File: src/rtl/hazard_sequencer.sv
// hazard_sequencer: pipeline hazard/stall controller for the 5-stage core.
// Registers ALU operand forwarding selects, detects load-use hazards, flushes
// IF/ID on taken branches and holds the pipe while the multi-cycle MDU runs.
//
// Ports
//   clk, reset                 clock; synchronous active-high reset
//   id_rs1, id_rs2             source registers of the instruction in ID
//   id_use_rs1, id_use_rs2     ID instruction actually reads rs1 / rs2
//   ex_rd, ex_regwrite         EX destination and write enable
//   ex_is_load                 EX instruction is a load
//   mem_rd, mem_regwrite       MEM destination and write enable
//   branch_taken               EX resolved a taken branch/jump
//   mdu_start, mdu_done        MDU issue from EX / MDU result valid
//   stall_if, stall_id         hold PC + IF/ID / hold ID instruction (same cycle)
//   stall_ex                   hold EX/MEM while the MDU occupies EX
//   bubble_ex, bubble_mem      inject NOP into ID/EX / EX/MEM
//   flush_ifid                 clear IF/ID to NOP
//   fwd_rs1, fwd_rs2           operand select: 00 regfile, 01 EX/MEM, 10 MEM/WB
//   mdu_timeout                sticky error, MDU exceeded MDU_TIMEOUT cycles
//   stall_cycles               saturating count of cycles with stall_id=1
module hazard_sequencer #(
  parameter int unsigned MDU_TIMEOUT = 64,
  parameter int unsigned CNT_W       = 16
) (
  input  logic             clk,
  input  logic             reset,
  input  logic [4:0]       id_rs1,
  input  logic [4:0]       id_rs2,
  input  logic             id_use_rs1,
  input  logic             id_use_rs2,
  input  logic [4:0]       ex_rd,
  input  logic             ex_regwrite,
  input  logic             ex_is_load,
  input  logic [4:0]       mem_rd,
  input  logic             mem_regwrite,
  input  logic             branch_taken,
  input  logic             mdu_start,
  input  logic             mdu_done,
  output logic             stall_if,
  output logic             stall_id,
  output logic             stall_ex,
  output logic             bubble_ex,
  output logic             bubble_mem,
  output logic             flush_ifid,
  output logic [1:0]       fwd_rs1,
  output logic [1:0]       fwd_rs2,
  output logic             mdu_timeout,
  output logic [CNT_W-1:0] stall_cycles
);

  localparam int unsigned TW = $clog2(MDU_TIMEOUT + 1);

  localparam logic [1:0] FWD_RF  = 2'b00;
  localparam logic [1:0] FWD_EX  = 2'b01;
  localparam logic [1:0] FWD_MEM = 2'b10;

  typedef enum logic {RUN, MDU_WAIT} state_t;

  state_t           state_q, state_d;
  logic [TW-1:0]    wcnt_q, wcnt_d;
  logic             to_q, to_d;
  logic [1:0]       fwd1_q, fwd1_d;
  logic [1:0]       fwd2_q, fwd2_d;
  logic [CNT_W-1:0] sc_q, sc_d;

  // Source/destination matches; x0 never matches so it never stalls or forwards
  logic rs1_ex, rs2_ex, rs1_mem, rs2_mem, load_use;

  assign rs1_ex   = id_use_rs1 && (id_rs1 != 5'd0) && ex_regwrite  && (ex_rd  == id_rs1);
  assign rs2_ex   = id_use_rs2 && (id_rs2 != 5'd0) && ex_regwrite  && (ex_rd  == id_rs2);
  assign rs1_mem  = id_use_rs1 && (id_rs1 != 5'd0) && mem_regwrite && (mem_rd == id_rs1);
  assign rs2_mem  = id_use_rs2 && (id_rs2 != 5'd0) && mem_regwrite && (mem_rd == id_rs2);
  assign load_use = ex_is_load && (rs1_ex || rs2_ex);

  // State and bookkeeping registers
  always_ff @(posedge clk) begin
    if (reset) begin
      state_q <= RUN;
      wcnt_q  <= '0;
      to_q    <= 1'b0;
      fwd1_q  <= FWD_RF;
      fwd2_q  <= FWD_RF;
      sc_q    <= '0;
    end else begin
      state_q <= state_d;
      wcnt_q  <= wcnt_d;
      to_q    <= to_d;
      fwd1_q  <= fwd1_d;
      fwd2_q  <= fwd2_d;
      sc_q    <= sc_d;
    end
  end

  // Next state and same-cycle pipeline controls
  always_comb begin
    state_d    = state_q;
    wcnt_d     = wcnt_q;
    to_d       = to_q;
    stall_if   = 1'b0;
    stall_id   = 1'b0;
    stall_ex   = 1'b0;
    bubble_ex  = 1'b0;
    bubble_mem = 1'b0;
    flush_ifid = 1'b0;

    case (state_q)
      RUN: begin
        if (branch_taken) begin
          flush_ifid = 1'b1;
          bubble_ex  = 1'b1;
        end else if (mdu_start) begin
          stall_if = 1'b1;
          stall_id = 1'b1;
          state_d  = MDU_WAIT;
          wcnt_d   = TW'(1);
        end else if (load_use) begin
          stall_if  = 1'b1;
          stall_id  = 1'b1;
          bubble_ex = 1'b1;
        end
      end
      MDU_WAIT: begin
        if (mdu_done) begin
          state_d = RUN;
        end else begin
          stall_if   = 1'b1;
          stall_id   = 1'b1;
          stall_ex   = 1'b1;
          bubble_mem = 1'b1;
          // Stalls stay up through the expiring cycle and drop on the next one
          if (wcnt_q == TW'(MDU_TIMEOUT)) begin
            to_d    = 1'b1;
            state_d = RUN;
          end else begin
            wcnt_d = wcnt_q + TW'(1);
          end
        end
      end
      default: state_d = RUN;
    endcase

    if (reset) begin
      stall_if   = 1'b0;
      stall_id   = 1'b0;
      stall_ex   = 1'b0;
      bubble_ex  = 1'b0;
      bubble_mem = 1'b0;
      flush_ifid = 1'b0;
    end
  end

  // Forwarding selects track the instruction leaving ID; EX beats MEM, loads
  // in EX cannot forward (that case stalls instead)
  always_comb begin
    fwd1_d = fwd1_q;
    fwd2_d = fwd2_q;
    if (flush_ifid) begin
      fwd1_d = FWD_RF;
      fwd2_d = FWD_RF;
    end else if (!stall_id) begin
      fwd1_d = (rs1_ex && !ex_is_load) ? FWD_EX : (rs1_mem ? FWD_MEM : FWD_RF);
      fwd2_d = (rs2_ex && !ex_is_load) ? FWD_EX : (rs2_mem ? FWD_MEM : FWD_RF);
    end
  end

  // Saturating stall counter
  always_comb begin
    sc_d = sc_q;
    if (stall_id && (sc_q != {CNT_W{1'b1}})) begin
      sc_d = sc_q + CNT_W'(1);
    end
  end

  assign fwd_rs1      = fwd1_q;
  assign fwd_rs2      = fwd2_q;
  assign mdu_timeout  = to_q;
  assign stall_cycles = sc_q;

endmodule

File: config.mk
export PLATFORM = sky130hd
export DESIGN_NAME = hazard_sequencer
export DESIGN_NICKNAME = d
export VERILOG_FILES = /design/src/rtl/hazard_sequencer.sv
export SDC_FILE = /design/constraint.sdc
export NUM_CORES = 1
export LEC_CHECK = 0
export ABC_AREA = 1
export CAP_MARGIN = 25
export CORE_ASPECT_RATIO = 0.7
export CORE_MARGIN = 3
export CORE_UTILIZATION = 45
export DETAILED_ROUTE_END_ITERATION = 10
export PLACE_DENSITY_LB_ADDON = 0.2
export SYNTH_ARGS = -nofsm -noshare
export SYNTH_HDL_FRONTEND = slang
export SYNTH_SLANG_ARGS = --single-unit
File: constraint.sdc
create_clock -name clk -period 2 [get_ports clk]
set_input_delay 0.4 -clock clk [delete_from_list [all_inputs] [get_ports clk]]
set_output_delay 0.4 -clock clk [all_outputs]
set_load 0.01 [all_outputs]
==> flow_summary.yaml, run 1 <==
route:
  postRouteAntennaNets: 0
  detail_route.iter0.violations: 190
  route.detailed.wl_per_inst_um: 13.9
  routed_wirelength_um: 6270
  via_per_inst: 5.28
  drt-met1-wl_um: 3060
  drc: 0
  wl_met3_um: 448
  vias: 2378
  met2_wirelength_um: 2710
  drtPass1Iterations: 5
  top_layer: "met4"
sta:
  min_period_over_period_pct: 96.4
  hold_violations: 0
  fmax_mhz: 519
  totalNegativeSetupSlack_ns: 0
  hold_ws_ns: 0.484
  tightest_slew_ns: 0.430
  slew-limit-headroom_pct: 71.1
  period_minus_slack_ns: 1.93
  setup_viol: 0
  fin_skew_ns: 0.00735
  finalWorstSetupSlack_ns: 0.0716
  slew_viol_final: 0
global_routing:
  grt_pass1_wl_um: 9970
  grt_overflow: 0
  grt_max_degree: 19
  grt_usage_pct: 24.0
  antenna_found_initial: 0
  grt_pass1_vias: 2088
job:
  maxCapViolCount: 0
final_layout:
  final_core_util_pct: 72.9
  finalNonFillerCells: 450
  fillCellCount: 337
  nets: 430
  fin_area_mm2: 0.00298
  area_growth_pct: 48.7
  layout-drive-gt1-share_pct: 25.1
  n_antenna_cell: 0
worst_setup_path:
  endpoint_kind: "primary output"
  cpMostUsedCell: "buf_6"
  crit_chain: "dlygate4sd2_1 > xor2_1 > nor2_1 > nand3_2 > nand2_1 > nand2_2 > buf_6 > o22ai_4 > buf_6"
  start_kind: "primary input"
  max_stage_delay_ns: 0.26
  cpMaxStageDelayCell: "dlygate4sd2_1"
  path_class: "in -> out"
  cp.arrival_ns: 1.53
  cp.required_ns: 1.60
  cp_max_fo: 2
synth:
  syn_area_per_cell_um2: 6.66
  syn_area_mm2: 0.00201
  synth_cell_types: 29
  yosys_warnings: 0
  syn_inst: 301
  yosysSeqAreaShare_pct: 28.9
  syn_nets: 334
  yosys_register_bits: 29
clocking:
  ctsHoldBuffers: 0
  cts_num_sinks: 29
  clockRootBuffer: "clkbuf_8"
  clkTransAtPathRegs_ns: 0.07
  cts_tree: "yes"
  cts_max_path_buffers: 2
  cts_made_buffers: 5
  htree_levels: 2
  insertion_delay_ns: 0.28
outcome:
  status: "finished, final reports clean"
die:
  design.die.area_mm2: 0.00531
  coreArea_mm2: 0.00409
  dieHeight_um: 61.9
  dieWidth_um: 85.8
  rows: 19
  start_util_pct: 49.1
  io_pins: 57
pwr:
  finalPower_mw: 1.42
  peakVddDrop_uv: 371
  p_per_area_mw_per_mm2: 477
  p_leak_nw: 1.25
hold_path:
  hold_class: "reg -> reg"
placement:
  dp.cells: 437
  dp_hpwl_um: 4700
  dp_slack_ns: -0.705
  port_buffers: 56
  gp_congestion: 0.956
  placed_area_mm2: 0.00285
==> path summary, 6_finish.rpt <==
check / startpoint / slack, ns / end / cells after the start
max reg2reg: stall_cycles[2] / 0.24 / stall_cycles[9] / 7
min reg2reg: stall_cycles[14] / 0.48 / stall_cycles[14] / 2
min: stall_cycles[14] / 0.48 / stall_cycles[14] / 2
max: ex_rd[2] / 0.07 / bubble_ex / 9
==> layout by cell type, fill, tap and decap left out, drive strengths merged <==
master         synthesis  layout
clkdlybuf4s50          0      31
nand2                 69      69
nor3                  10      10
or2                    1       1
clkdlybuf4s15          0       4
inv                   39      39
clkbuf                 3      20
dfxtp                 29      29
dlymetal6s2s           0       3
nor3b                  2       2
dlygate4sd2            0       2
xnor2                  6       6
clkinv                 0       1
o21ai                  8       8
buf                    5      44
nand4                 17      17
nor2                  39      39
a21oi                 26      26
a22o                   1       1
ha                     3       3
o31ai                  2       2
xor2                  16      16
nand3                 21      21
o22ai                  4       4
==> layout make-up <==
class                   instances  area, µm²  share of cell area, %
clock buffers                   7       96.3                   3.23
clock inverters                 1       5.00                  0.168
inverters                      39        146                   4.91
multi-input cells             225       1270                   42.6
flip-flops and latches         29        581                   19.5
well taps                      52       65.1                   2.18
repair buffers                 97        818                   27.4
==> cells in the mapped netlist <==
cell	count	area, µm²
nand4_1	17	106
buf_6	1	11.3
nand3_1	19	95.1
a21oi_4	1	16.3
xnor2_1	6	52.6
or2_1	1	6.26
nand2_1	67	251
a22o_1	1	8.76
clkbuf_1	3	11.3
xor2_1	16	140
ha_1	3	37.5
inv_1	37	139
nand2_2	2	12.5
a21oi_2	8	70.1
buf_2	2	10.0
buf_4	2	15.0
o22ai_1	4	25.0
nor3b_2	1	12.5
inv_2	2	7.51
nor3_1	8	40.0
nor2_1	38	143
nand3_4	2	35.0
dfxtp_1	29	581
nor3b_1	1	7.51
nor2_4	1	11.3
o21ai_0	8	40.0
a21oi_1	17	85.1
o31ai_1	2	15.0
nor3_2	2	20.0
==> state kept, by name, indices dropped and copies added (netlist names) <==
name          flops
fwd_rs1           2
fwd_rs2           2
mdu_timeout       1
stall_cycles     16
state_q           1
wcnt_q            7
==> worst max-delay path: cells and delay by family <==
| family | cells | cell delay, ns |
|---|---|---|
| xor gates and xnor gates | 1 | 0.15 |
| buffers and inverters | 3 | 0.51 |
| and+or+nand+nor | 4 | 0.36 |
| AOI/OAI and AO/OA | 1 | 0.11 |
==> cells by family after synthesis <==
group                    count (synthesis)  synth area share [%]
AND/OR/NAND/NOR                        159                  36.9
adder cells (fa/ha/maj)                  3                  1.87
flip-flops                              29                  28.9
XOR/XNOR                                22                  9.61
buffers and inverters                   47                  9.67
AO/OA/AOI/OAI                           41                  13.0
==> power by group <==
group	switching (mW)	internal [mW]	leakage, nW
Sequential	0.00401	0.585	0.234
Combinational	0.156	0.136	0.965
Clock	0.231	0.311	0.0542
Total	0.391	1.03	1.25
==> per-layer routing <==
metal  up-vias  track usage [%]
li1       1176                -
met1      1099             35.2
met2        94             36.5
met3         9             4.87
met4         0             5.87
met5         -                0
==> repair_timing <==
item	4_1_cts	5_1_grt
cloned	0	0
resized for setup	45	40
endpoints found under the hold margin	0	0
setup endpoints to repair	22	15
buffers inserted	1	4
pin swaps	7	14
Power figures use the tool's default switching activity.
==> run 2, diff against run 1 <==
--- a/config.mk
+++ b/config.mk
@@ -12,6 +12,7 @@
 export CORE_UTILIZATION = 45
 export DETAILED_ROUTE_END_ITERATION = 10
 export PLACE_DENSITY_LB_ADDON = 0.2
+export RECOVER_POWER = 25
 export SYNTH_ARGS = -nofsm -noshare
 export SYNTH_HDL_FRONTEND = slang
 export SYNTH_SLANG_ARGS = --single-unit
==> run 2 against run 1 <==
Hold slack got worse by 0.0032 ns. Utilization unchanged. Cell area is the same. Sequential power about the same. Highest routed layer unchanged.
==> flow_summary.yaml, run 2 (synthesized netlist as in run 1, its figures left out) <==
route:
  vias: 2383
  drtPass1Iterations: 5
  postRouteAntennaNets: 0
  drc: 0
  via_per_inst: 5.30
  route.detailed.wl_per_inst_um: 14.0
  detail_route.iter0.violations: 186
  routed_wirelength_um: 6290
clocking:
  ctsHoldBuffers: 0
  htree_levels: 2
  cts_tree: "yes"
  cts_max_path_buffers: 2
  cts_num_sinks: 29
  insertion_delay_ns: 0.28
  clockRootBuffer: "clkbuf_8"
  cts_made_buffers: 5
  clkTransAtPathRegs_ns: 0.07
die:
  dieHeight_um: 61.9
  coreArea_mm2: 0.00409
  design.die.area_mm2: 0.00531
  io_pins: 57
  start_util_pct: 49.1
  rows: 19
  dieWidth_um: 85.8
global_routing:
  grt_usage_pct: 24.0
  grt_pass1_vias: 2088
  grt_max_degree: 19
  grt_overflow: 0
  antenna_found_initial: 0
  grt_pass1_wl_um: 9970
sta:
  min_period_over_period_pct: 96.6
  slew-limit-headroom_pct: 71.1
  fin_skew_ns: 0.00732
  tightest_slew_ns: 0.430
  slew_viol_final: 0
  setup_viol: 0
  period_minus_slack_ns: 1.93
  hold_violations: 0
  fmax_mhz: 518
final_layout:
  fillCellCount: 337
  final_cell_mix: "nand2_1, buf_4, nor2_1"
  largest_reg_flops: 16
  finalNonFillerCells: 450
  layout-drive-gt1-share_pct: 25.1
  fin_area_mm2: 0.00298
  final_common_cell: "nand2_1"
  n_antenna_cell: 0
  final_core_util_pct: 72.9
  area_growth_pct: 48.7
  nets: 430
pwr:
  swShare_pct: 27.5
  seqPwrFrac_pct: 41.4
  finalPower_mw: 1.42
  switchingPower_mw: 0.392
  intPower_mw: 1.03
  peakVddDrop_uv: 371
  clkPwrFrac_pct: 38.0
  p_leak_nw: 1.28
  p_comb_share_pct: 20.6
  p_per_area_mw_per_mm2: 477
placement:
  gp_congestion: 0.956
  port_buffers: 56
  dp_hpwl_um: 4700
  dp.cells: 437
  placed_area_mm2: 0.00285
worst_setup_path:
  r2r_slack_ns: 0.25
  cp-startpoint: "ex_rd[2]"
  path_class: "in -> out"
  cpMostUsedCell: "buf_6"
  regToRegEndpoint: "stall_cycles[9]"
  start_kind: "primary input"
  max_stage_delay_ns: 0.26
  cp_max_fo: 2
  endpoint_kind: "primary output"
  ff2ff_path_depth: 7
  cp.arrival_ns: 1.53
  crit_chain: "dlygate4sd2_1 > xor2_1 > nor2_1 > nand3_2 > nand2_1 > nand2_2 > buf_6 > o22ai_4 > buf_6"
  cp.required_ns: 1.60
  rr_startpoint: "stall_cycles[2]"
  cpMaxStageDelayCell: "dlygate4sd2_1"
outcome:
  status: "finished, final reports clean"
hold_path:
  whs_path_depth: 2
  hold_class: "reg -> reg"
  hold_end: "stall_cycles[14]"
  worstHoldStart: "stall_cycles[14]"
job:
  maxCapViolCount: 0
[run 2: stage by stage]
step                setup TNS, ns  worst slack, ns  hold WS (ns)
global placement            -7.18           -0.692         0.470
finish                          0           0.0678         0.481
CTS                       -0.0470          -0.0470         0.483
detailed placement          -8.17           -0.705         0.473
floorplan                       0            0.163         0.459
global route              -0.0108         -0.00608         0.517
[run 2: power groups by stage]
stage,combinational (mW),sequential [mW],clock [mW]
after floorplan,0.119,0.606,0
after global placement,0.277,0.602,0
after detailed placement,0.281,0.602,0
after CTS,0.273,0.589,0.543
after global routing,0.318,0.590,0.566
final,0.292,0.589,0.541
[run 2: how the worst max path moves through the flow]
stage	to	slack [ns]
2_1_floorplan	stall_if	0.16
3_3_place_gp	bubble_ex	-0.69
3_5_place_dp	bubble_ex	-0.71
4_1_cts	bubble_ex	-0.05
5_1_grt	stall_id	-0.006
6_report	bubble_ex	0.07
[run 2: worst max-delay path, delay by kind of cell]
kind / cells / cell delay [ns]
XOR/XNOR: 1 / 0.15
buffers and inverters: 3 / 0.51
AND/OR/NAND/NOR: 4 / 0.36
AO/OA/AOI/OAI: 1 / 0.11
[run 2: per-layer routing]
| metal | vias to the layer above | track usage [%] | part of all wire (%) |
|---|---|---|---|
| met5 | - | 0 | 0 |
| met1 | 1109 | 35.2 | 49 |
| met2 | 89 | 36.5 | 43 |
| met3 | 9 | 4.87 | 7.0 |
| met4 | 0 | 5.87 | 0.91 |
| li1 | 1176 | - | - |
[run 2: timing repair]
action,in CTS,in global routing
resized for setup,45,40
pin swaps,7,14
setup buffers,1,4
endpoints found under the setup margin,22,15
[run 2: cell type report]
type | instances | area [µm²] | area share, %
tap | 52 | 65.1 | 2.18
sequential | 29 | 581 | 19.5
inverter | 39 | 146 | 4.91
timing repair buffer | 97 | 818 | 27.4
clock buffer | 7 | 96.3 | 3.23
multi-input combinational | 225 | 1270 | 42.6
clock inverter | 1 | 5.00 | 0.168
==> run 3, diff against run 2 <==
--- a/config.mk
+++ b/config.mk
@@ -11,6 +11,8 @@
 export CORE_MARGIN = 3
 export CORE_UTILIZATION = 45
 export DETAILED_ROUTE_END_ITERATION = 10
+export GPL_ROUTABILITY_DRIVEN = 0
+export HOLD_SLACK_MARGIN = 0.02
 export PLACE_DENSITY_LB_ADDON = 0.2
 export RECOVER_POWER = 25
 export SYNTH_ARGS = -nofsm -noshare
==> results of run 3 <==
Same layout as run 2: the final DEF is identical, and so are final timing and power.
